--- src/rtl/bram_read_arbiter.sv ---
// Round-robin read arbiter sharing one single-port BRAM between two requesters.
// Tags each issued read through the BRAM latency and routes the registered response back to its issuer.
module bram_read_arbiter #(
    parameter int ADDR_W = 3,
    parameter int DATA_W = 32,
    parameter int RD_LAT = 1
) (
    input  logic              clk,
    input  logic              rst_n,
    input  logic              en,
    input  logic              req0,
    input  logic [ADDR_W-1:0] addr0,
    output logic              gnt0,
    output logic              rsp_valid0,
    input  logic              req1,
    input  logic [ADDR_W-1:0] addr1,
    output logic              gnt1,
    output logic              rsp_valid1,
    output logic [DATA_W-1:0] rsp_data,
    output logic              bram_ena,
    output logic [ADDR_W-1:0] bram_addr,
    input  logic [DATA_W-1:0] bram_dout
);

    logic              last_q, last_d;
    logic [RD_LAT-1:0] vld_q, vld_d;
    logic [RD_LAT-1:0] id_q, id_d;
    logic              rsp_valid0_q, rsp_valid0_d;
    logic              rsp_valid1_q, rsp_valid1_d;
    logic [DATA_W-1:0] rsp_data_q, rsp_data_d;

    // Grants are gated by rst_n so nothing reaches the BRAM while reset is held.
    always_comb begin
        gnt0 = 1'b0;
        gnt1 = 1'b0;
        if (rst_n && en) begin
            if (req0 && req1) begin
                gnt0 = last_q;
                gnt1 = !last_q;
            end else begin
                gnt0 = req0;
                gnt1 = req1;
            end
        end
    end

    always_comb begin
        bram_ena  = gnt0 | gnt1;
        bram_addr = '0;
        if (gnt0) begin
            bram_addr = addr0;
        end else if (gnt1) begin
            bram_addr = addr1;
        end
    end

    always_comb begin
        last_d = last_q;
        if (gnt0) begin
            last_d = 1'b0;
        end else if (gnt1) begin
            last_d = 1'b1;
        end
    end

    // Stage 0 holds the read issued last cycle; the top stage lines up with valid bram_dout.
    always_comb begin
        vld_d    = '0;
        id_d     = '0;
        vld_d[0] = bram_ena;
        id_d[0]  = gnt1;
        for (int i = 1; i < RD_LAT; i++) begin
            vld_d[i] = vld_q[i-1];
            id_d[i]  = id_q[i-1];
        end
    end

    always_comb begin
        rsp_valid0_d = vld_q[RD_LAT-1] && !id_q[RD_LAT-1];
        rsp_valid1_d = vld_q[RD_LAT-1] &&  id_q[RD_LAT-1];
        rsp_data_d   = rsp_data_q;
        if (vld_q[RD_LAT-1]) begin
            rsp_data_d = bram_dout;
        end
    end

    always_ff @(posedge clk or negedge rst_n) begin
        if (!rst_n) begin
            last_q       <= 1'b1;
            vld_q        <= '0;
            id_q         <= '0;
            rsp_valid0_q <= 1'b0;
            rsp_valid1_q <= 1'b0;
            rsp_data_q   <= '0;
        end else begin
            last_q       <= last_d;
            vld_q        <= vld_d;
            id_q         <= id_d;
            rsp_valid0_q <= rsp_valid0_d;
            rsp_valid1_q <= rsp_valid1_d;
            rsp_data_q   <= rsp_data_d;
        end
    end

    assign rsp_valid0 = rsp_valid0_q;
    assign rsp_valid1 = rsp_valid1_q;
    assign rsp_data   = rsp_data_q;

endmodule

--- config.mk ---
export PLATFORM = sky130hd
export DESIGN_NAME = bram_read_arbiter
export DESIGN_NICKNAME = d
export VERILOG_FILES = /design/src/rtl/bram_read_arbiter.sv
export SDC_FILE = /design/constraint.sdc
export NUM_CORES = 1
export LEC_CHECK = 0
export ABC_AREA = 1
export CAP_MARGIN = 0
export CORE_UTILIZATION = 38
export DETAILED_ROUTE_END_ITERATION = 16
export GPL_TIMING_DRIVEN = 0
export PLACE_DENSITY = 0.79
export REMOVE_ABC_BUFFERS = 1
export SETUP_SLACK_MARGIN = 0.02
export SKIP_LAST_GASP = 1
export SLEW_MARGIN = 20
export SYNTH_ARGS = -nofsm -noshare
export SYNTH_HDL_FRONTEND = slang
export SYNTH_SLANG_ARGS = --single-unit
--- constraint.sdc ---
create_clock -name clk -period 1.36 [get_ports clk]
set_clock_uncertainty 0.2 [all_clocks]
set_input_delay 0.272 -clock clk [delete_from_list [all_inputs] [get_ports clk]]
set_output_delay 0.272 -clock clk [all_outputs]
set_load 0.02 [all_outputs]
==> impl_metrics.json, run 1 <==
{
  "min_period_ps": 1719,
  "worstSkewPairLatency_ps": 270,
  "start_kind": "flip-flop",
  "first_pass_iters": 4,
  "syn2layout_area_growth_pct": 60.36,
  "peakVddDrop_mv": 0.8212,
  "crit_fanout": 4,
  "dp_slack_ps": -1091,
  "viasPerCell": 4.608,
  "utilization_pct": 64.96,
  "synth_top_family_by_area": "simple AND/OR/NAND/NOR gates",
  "drv_cap": 0,
  "grt_pass1_wl_um": 6361,
  "synth.largest_area_cell": "dfrtp_1",
  "totalPowerFinal_uw": 3002,
  "critPathSlowestCell": "dfstp_2",
  "critPathRequiredTime_ps": 890,
  "yosysWarnings": 0,
  "hold_class": "input port to async pin",
  "drive_above_1_share_pct": 32.95,
  "ff_latch_area_um2": 930.9,
  "drt-total-wl_um": 3971,
  "synthAdderAreaFrac_pct": 0,
  "synth_mux_area_share_pct": 0,
  "arrival_ps": 1250,
  "synthXorXnorAreaFrac_pct": 0,
  "rows": 22,
  "grt_usage_pct": 20.11,
  "avgRoutedWirePerCell_um": 12.85,
  "synth_area_um2": 1528,
  "yosysSeqAreaShare_pct": 60.69,
  "fin_ws_ps": -359.4,
  "grt_max_degree": 34,
  "setup_tns_ps": -1699,
  "ant_nets": 0,
  "cts.sinks": 37,
  "ctsLongestPathBuffers": 2,
  "design.die.area_um2": 4278,
  "tightestPinTransition_ps": 836.0,
  "drc": 0,
  "overflow": 0,
  "cp-end-kind": "output port",
  "r2r_start": "vld_q",
  "initial_core_util_pct": 40.51,
  "fillers": 327,
  "whs_ps": 56.69,
  "regToRegSetupSlack_ps": 110,
  "core_um2": 3771,
  "r2r_cells": 3,
  "rsz0062_at_grt": "yes",
  "fin_crit_sh_pct": 126.4,
  "place_congestion": 0.7295,
  "synth.distinct_cells": 13,
  "cts_inserted_buffers": 5,
  "postSynthAreaPerCell_um2": 8.987,
  "io_buffers": 82,
  "die_w_um": 65.41,
  "num_vias": 1424,
  "synthTopCellsByArea": "dfrtp_1 59%, nand2_1 24%, buf_6 3.7%",
  "die_height_um": 65.41,
  "antenna_cells": 0,
  "grt_pass1_vias": 1419,
  "cts_tree": "done",
  "worst-path-stages": 5,
  "relSlewSlack_pct": 44.27,
  "drtIter0Drc": 69,
  "finalMaxSlewViolations": 0,
  "r2r_end": "rsp_data[31]",
  "clk_pin_slew_worst_paths_ps": 70,
  "synthSimpleGateAreaFrac_pct": 31.53,
  "multiInputGateArea_um2": 560.5,
  "worstSetupPathType": "flip-flop to output port",
  "synth-compound-area-share_pct": 0.3276,
  "max_freq_mhz": 581.6,
  "crit_start": "last_q",
  "setup_viol_count_final": 6,
  "root_buffer": "clkbuf_8",
  "critical_path.max_stage_delay_ps": 580,
  "cp_top_family": "flip-flops",
  "power_density_nw_per_um2": 1225,
  "crit_buf_inv": 2,
  "hold_viol": 0,
  "netlist.area_leader.share_pct": 58.97,
  "p_leak_uw": 0.001309,
  "ys_seq_elements": 37,
  "ioPinCount": 83,
  "status": "complete, but fails checks",
  "h-tree-depth": 2,
  "syn_inst": 170,
  "path_cells": "inv_2, nand2_4, nand3_2, nand2_2, buf_6",
  "grt_antenna_before_repair": 0,
  "place_hpwl_um": 2503,
  "num-nets-final": 304,
  "violations": "negative setup slack"
}
-- how the worst max path moves through the flow --
stage,endpoint
CTS,bram_addr[0]
detailed placement,bram_addr[2]
global placement,gnt1
global route,bram_addr[1]
finish,bram_addr[0]
floorplan,rsp_data[0]
-- cells in the final DEF (no fill, tap or decap), drive strengths merged --
| cell | n |
|---|---|
| clkbuf | 8 |
| clkdlybuf4s15 | 2 |
| dfrtp | 36 |
| a21oi | 1 |
| nand2 | 105 |
| nor2 | 6 |
| nand3 | 8 |
| buf | 47 |
| bufbuf | 1 |
| dlygate4sd3 | 1 |
| dfstp | 1 |
| dlymetal6s4s | 1 |
| clkdlybuf4s50 | 38 |
| inv | 6 |
-- where the power goes --
group          switching [µW]  internal (µW)  total [µW]
logic                     504            375         880
clock network             334            402         736
registers                 108           1280        1390
-- cells in the mapped netlist --
master	n
inv_1	5
nand2_2	9
a21oi_1	1
inv_8	1
dfrtp_1	36
nand2_1	96
nand3_1	8
nor2_1	5
dfstp_2	1
buf_4	1
buf_6	5
buf_12	1
nor2_2	1
-- state kept, by name, summed over array words and instances, names as in the netlist --
name	cells
last_q	1
id_q	1
rsp_data	32
rsp_valid1	1
vld_q	1
rsp_valid0	1
-- cell type report --
class | instances | area share, %
Timing Repair Buffer | 91 | 31.72
Multi-Input combinational cell | 120 | 22.88
Clock buffer | 7 | 3.524
Sequential cell | 37 | 38.00
Tap cell | 48 | 2.451
Inverter | 6 | 1.430
-- cells by family after synthesis --
family,Yosys count
and+or+nand+nor,119
buffers and inverters,13
AOI/OAI and AO/OA,1
DFF,37
-- per-layer routing --
metal	global-route usage, %	up-vias	wire length [µm]	share of wire (%)
li1	-	694	-	-
met1	23.40	678	1640	41
met2	34.79	48	2047	52
met3	7.465	4	256	6.4
met4	4.891	0	27	0.68
met5	0	-	0	0
-- what timing repair did --
action	CTS	global route
endpoints found under the hold margin	37	0
gates resized for setup	197	7
setup endpoints to repair	73	37
setup buffers	3	2
hold buffers	2	0
gates cloned	1	0
pin swaps	8	0
-- metrics by stage --
stage          cells  instance area [µm²]
2_1_floorplan    163                 1444
3_3_place_gp     293                 2325
3_5_place_dp     294                 2349
4_1_cts          307                 2426
5_1_grt          309                 2450
6_report         309                 2450
Note: power is estimated with default switching activity, not from simulation.
==> run 2: changes to the inputs <==
Settings changed: CAP_MARGIN 0 to default, SETUP_SLACK_MARGIN 0.02 to 0.2.
==> run 2 against run 1 <==
Effect of this change:
- the run ends with negative hold slack, negative setup slack left
- total power is 23% higher
- register-to-register slack worse by 20 ps
- clock-buffer cell count stayed put
- wire length is 47% higher
- global-route usage is 4.1 points higher
- sequential cell count stayed put
- largest power group is now combinational logic
- highest routed layer unchanged
==> impl_metrics.json, run 2 (synthesized netlist as in run 1, its figures left out) <==
{
  "io_buffers": 82,
  "arrival_ps": 1250,
  "p_sw_uw": 1202,
  "peakVddDrop_mv": 1.058,
  "fin_crit_sh_pct": 126.4,
  "rows": 22,
  "worstSetupPathType": "flip-flop to output port",
  "switching_share_pct": 32.49,
  "p_comb_share_pct": 41.3,
  "cts_inserted_buffers": 5,
  "critPathRequiredTime_ps": 890,
  "crit_start": "last_q",
  "critPathSlowestCell": "dfstp_2",
  "start_kind": "flip-flop",
  "instances_no_fill": 343,
  "totalPowerFinal_uw": 3699,
  "grt_pass1_wl_um": 7645,
  "critPathCapture": "bram_addr[0]",
  "sequentialPowerShare_pct": 38.5,
  "final_common_cell": "nand2_2",
  "fin_ws_ps": -358.5,
  "ctsLongestPathBuffers": 2,
  "overflow": 0,
  "drtIter0Drc": 64,
  "worst-path-stages": 5,
  "largest_reg_flops": 32,
  "drv_cap": 0,
  "avgRoutedWirePerCell_um": 17.00,
  "die_w_um": 65.41,
  "rsz0062_at_grt": "yes",
  "cts.sinks": 37,
  "hold_class": "input port to async pin",
  "cp_top_family": "flip-flops",
  "num-nets-final": 338,
  "regToRegSetupSlack_ps": 90,
  "drc": 0,
  "cts_tree": "done",
  "whs_ps": -165.7,
  "min_period_ps": 1719,
  "setup_tns_ps": -1781,
  "antenna_cells": 0,
  "initial_core_util_pct": 40.51,
  "drt-total-wl_um": 5831,
  "internal_power_uw": 2497,
  "core_um2": 3771,
  "cp-end-kind": "output port",
  "root_buffer": "clkbuf_8",
  "p_leak_uw": 0.001722,
  "critical_path.max_stage_delay_ps": 570,
  "grt_max_degree": 20,
  "hold_viol": 18,
  "clk_pin_slew_worst_paths_ps": 70,
  "r2r_cells": 4,
  "r2r_end": "rsp_data[10]",
  "tightestPinTransition_ps": 478.1,
  "path_cells": "inv_2, nand2_4, nand3_2, nand2_2, buf_6",
  "place_congestion": 0.7295,
  "violations": "negative hold slack, negative setup slack",
  "relSlewSlack_pct": 68.12,
  "design.die.area_um2": 4278,
  "worstSkewPairLatency_ps": 280,
  "r2r_start": "vld_q",
  "finalMaxSlewViolations": 0,
  "crit_buf_inv": 2,
  "place_hpwl_um": 2503,
  "ant_nets": 0,
  "drive_above_1_share_pct": 59.66,
  "grt_usage_pct": 24.24,
  "first_pass_iters": 5,
  "clkPwrFrac_pct": 20.2,
  "max_freq_mhz": 581.9,
  "crit_fanout": 4,
  "dp.cells": 294,
  "num_vias": 1693,
  "power_density_nw_per_um2": 1114,
  "hold_buffers": 2,
  "final_cell_mix": "46 x nand2_2, 39 x buf_6, 38 x clkdlybuf4s50_1",
  "die_height_um": 65.41,
  "status": "complete, but fails checks",
  "syn2layout_area_growth_pct": 117.4,
  "dp_slack_ps": -1091,
  "setup_viol_count_final": 6,
  "viasPerCell": 4.936,
  "grt_pass1_vias": 1644,
  "h-tree-depth": 2,
  "grt_antenna_before_repair": 0,
  "ioPinCount": 83
}
-- run 2: changes by cell type in the layout (fill, tap and decap cells not counted), sizes merged --
cell,change
inv,+1
clkinv,+3
buf,+30
clkbuf,+2
dlymetal6s4s,-1
clkdlybuf4s15,-1
-- run 2: repair_timing --
item,4_1_cts,5_1_grt
endpoints found under the setup margin,76,104
endpoints found under the hold margin,37,18
gates resized for setup,284,84
pin swaps,17,20
gates cloned,4,3
setup buffers,22,11
-- run 2: area by class of cell --
| type | count | area, µm² |
|---|---|---|
| Sequential cell | 37 | 930.9 |
| Timing Repair inverter | 4 | 68.82 |
| Inverter | 6 | 48.80 |
| Timing Repair Buffer | 121 | 1323 |
| Fill cell | 172 | 450.4 |
| Clock buffer | 7 | 86.33 |
| Tap cell | 48 | 60.06 |
| Multi-Input combinational cell | 120 | 803.3 |
-- run 2: worst min path at each step --
stage | from | endpoint | cells after the start
floorplan | rst_n | id_q | 0
global placement | id_q | rsp_valid0 | 1
detailed placement | rst_n | rsp_data[8] | 1
CTS | rst_n | vld_q | 4
global route | rst_n | rsp_data[30] | 2
finish | rst_n | rsp_data[15] | 2
-- run 2: power by group through the flow --
stage	logic [µW]	clock network, µW	registers, µW
floorplan	194	0	1610
global placement	929	0	1410
detailed placement	950	0	1420
CTS	1280	765	1410
global route	1610	822	1440
finish	1530	748	1420
-- run 2: metal layers --
layer | GRT usage (%) | up-vias | share of wire [%]
met5 | 0 | - | 0
met4 | 5.978 | 0 | 2.0
met3 | 5.208 | 10 | 5.4
met2 | 46.13 | 75 | 56
met1 | 26.97 | 842 | 37
li1 | - | 766 | -
-- run 2: metrics by stage --
step | util, % | cell area [µm²]
after CTS | 78.37 | 2955
after global placement | 61.65 | 2325
after detailed placement | 62.28 | 2349
after global routing | 88.06 | 3321
final | 88.06 | 3321
after floorplan | - | 1444
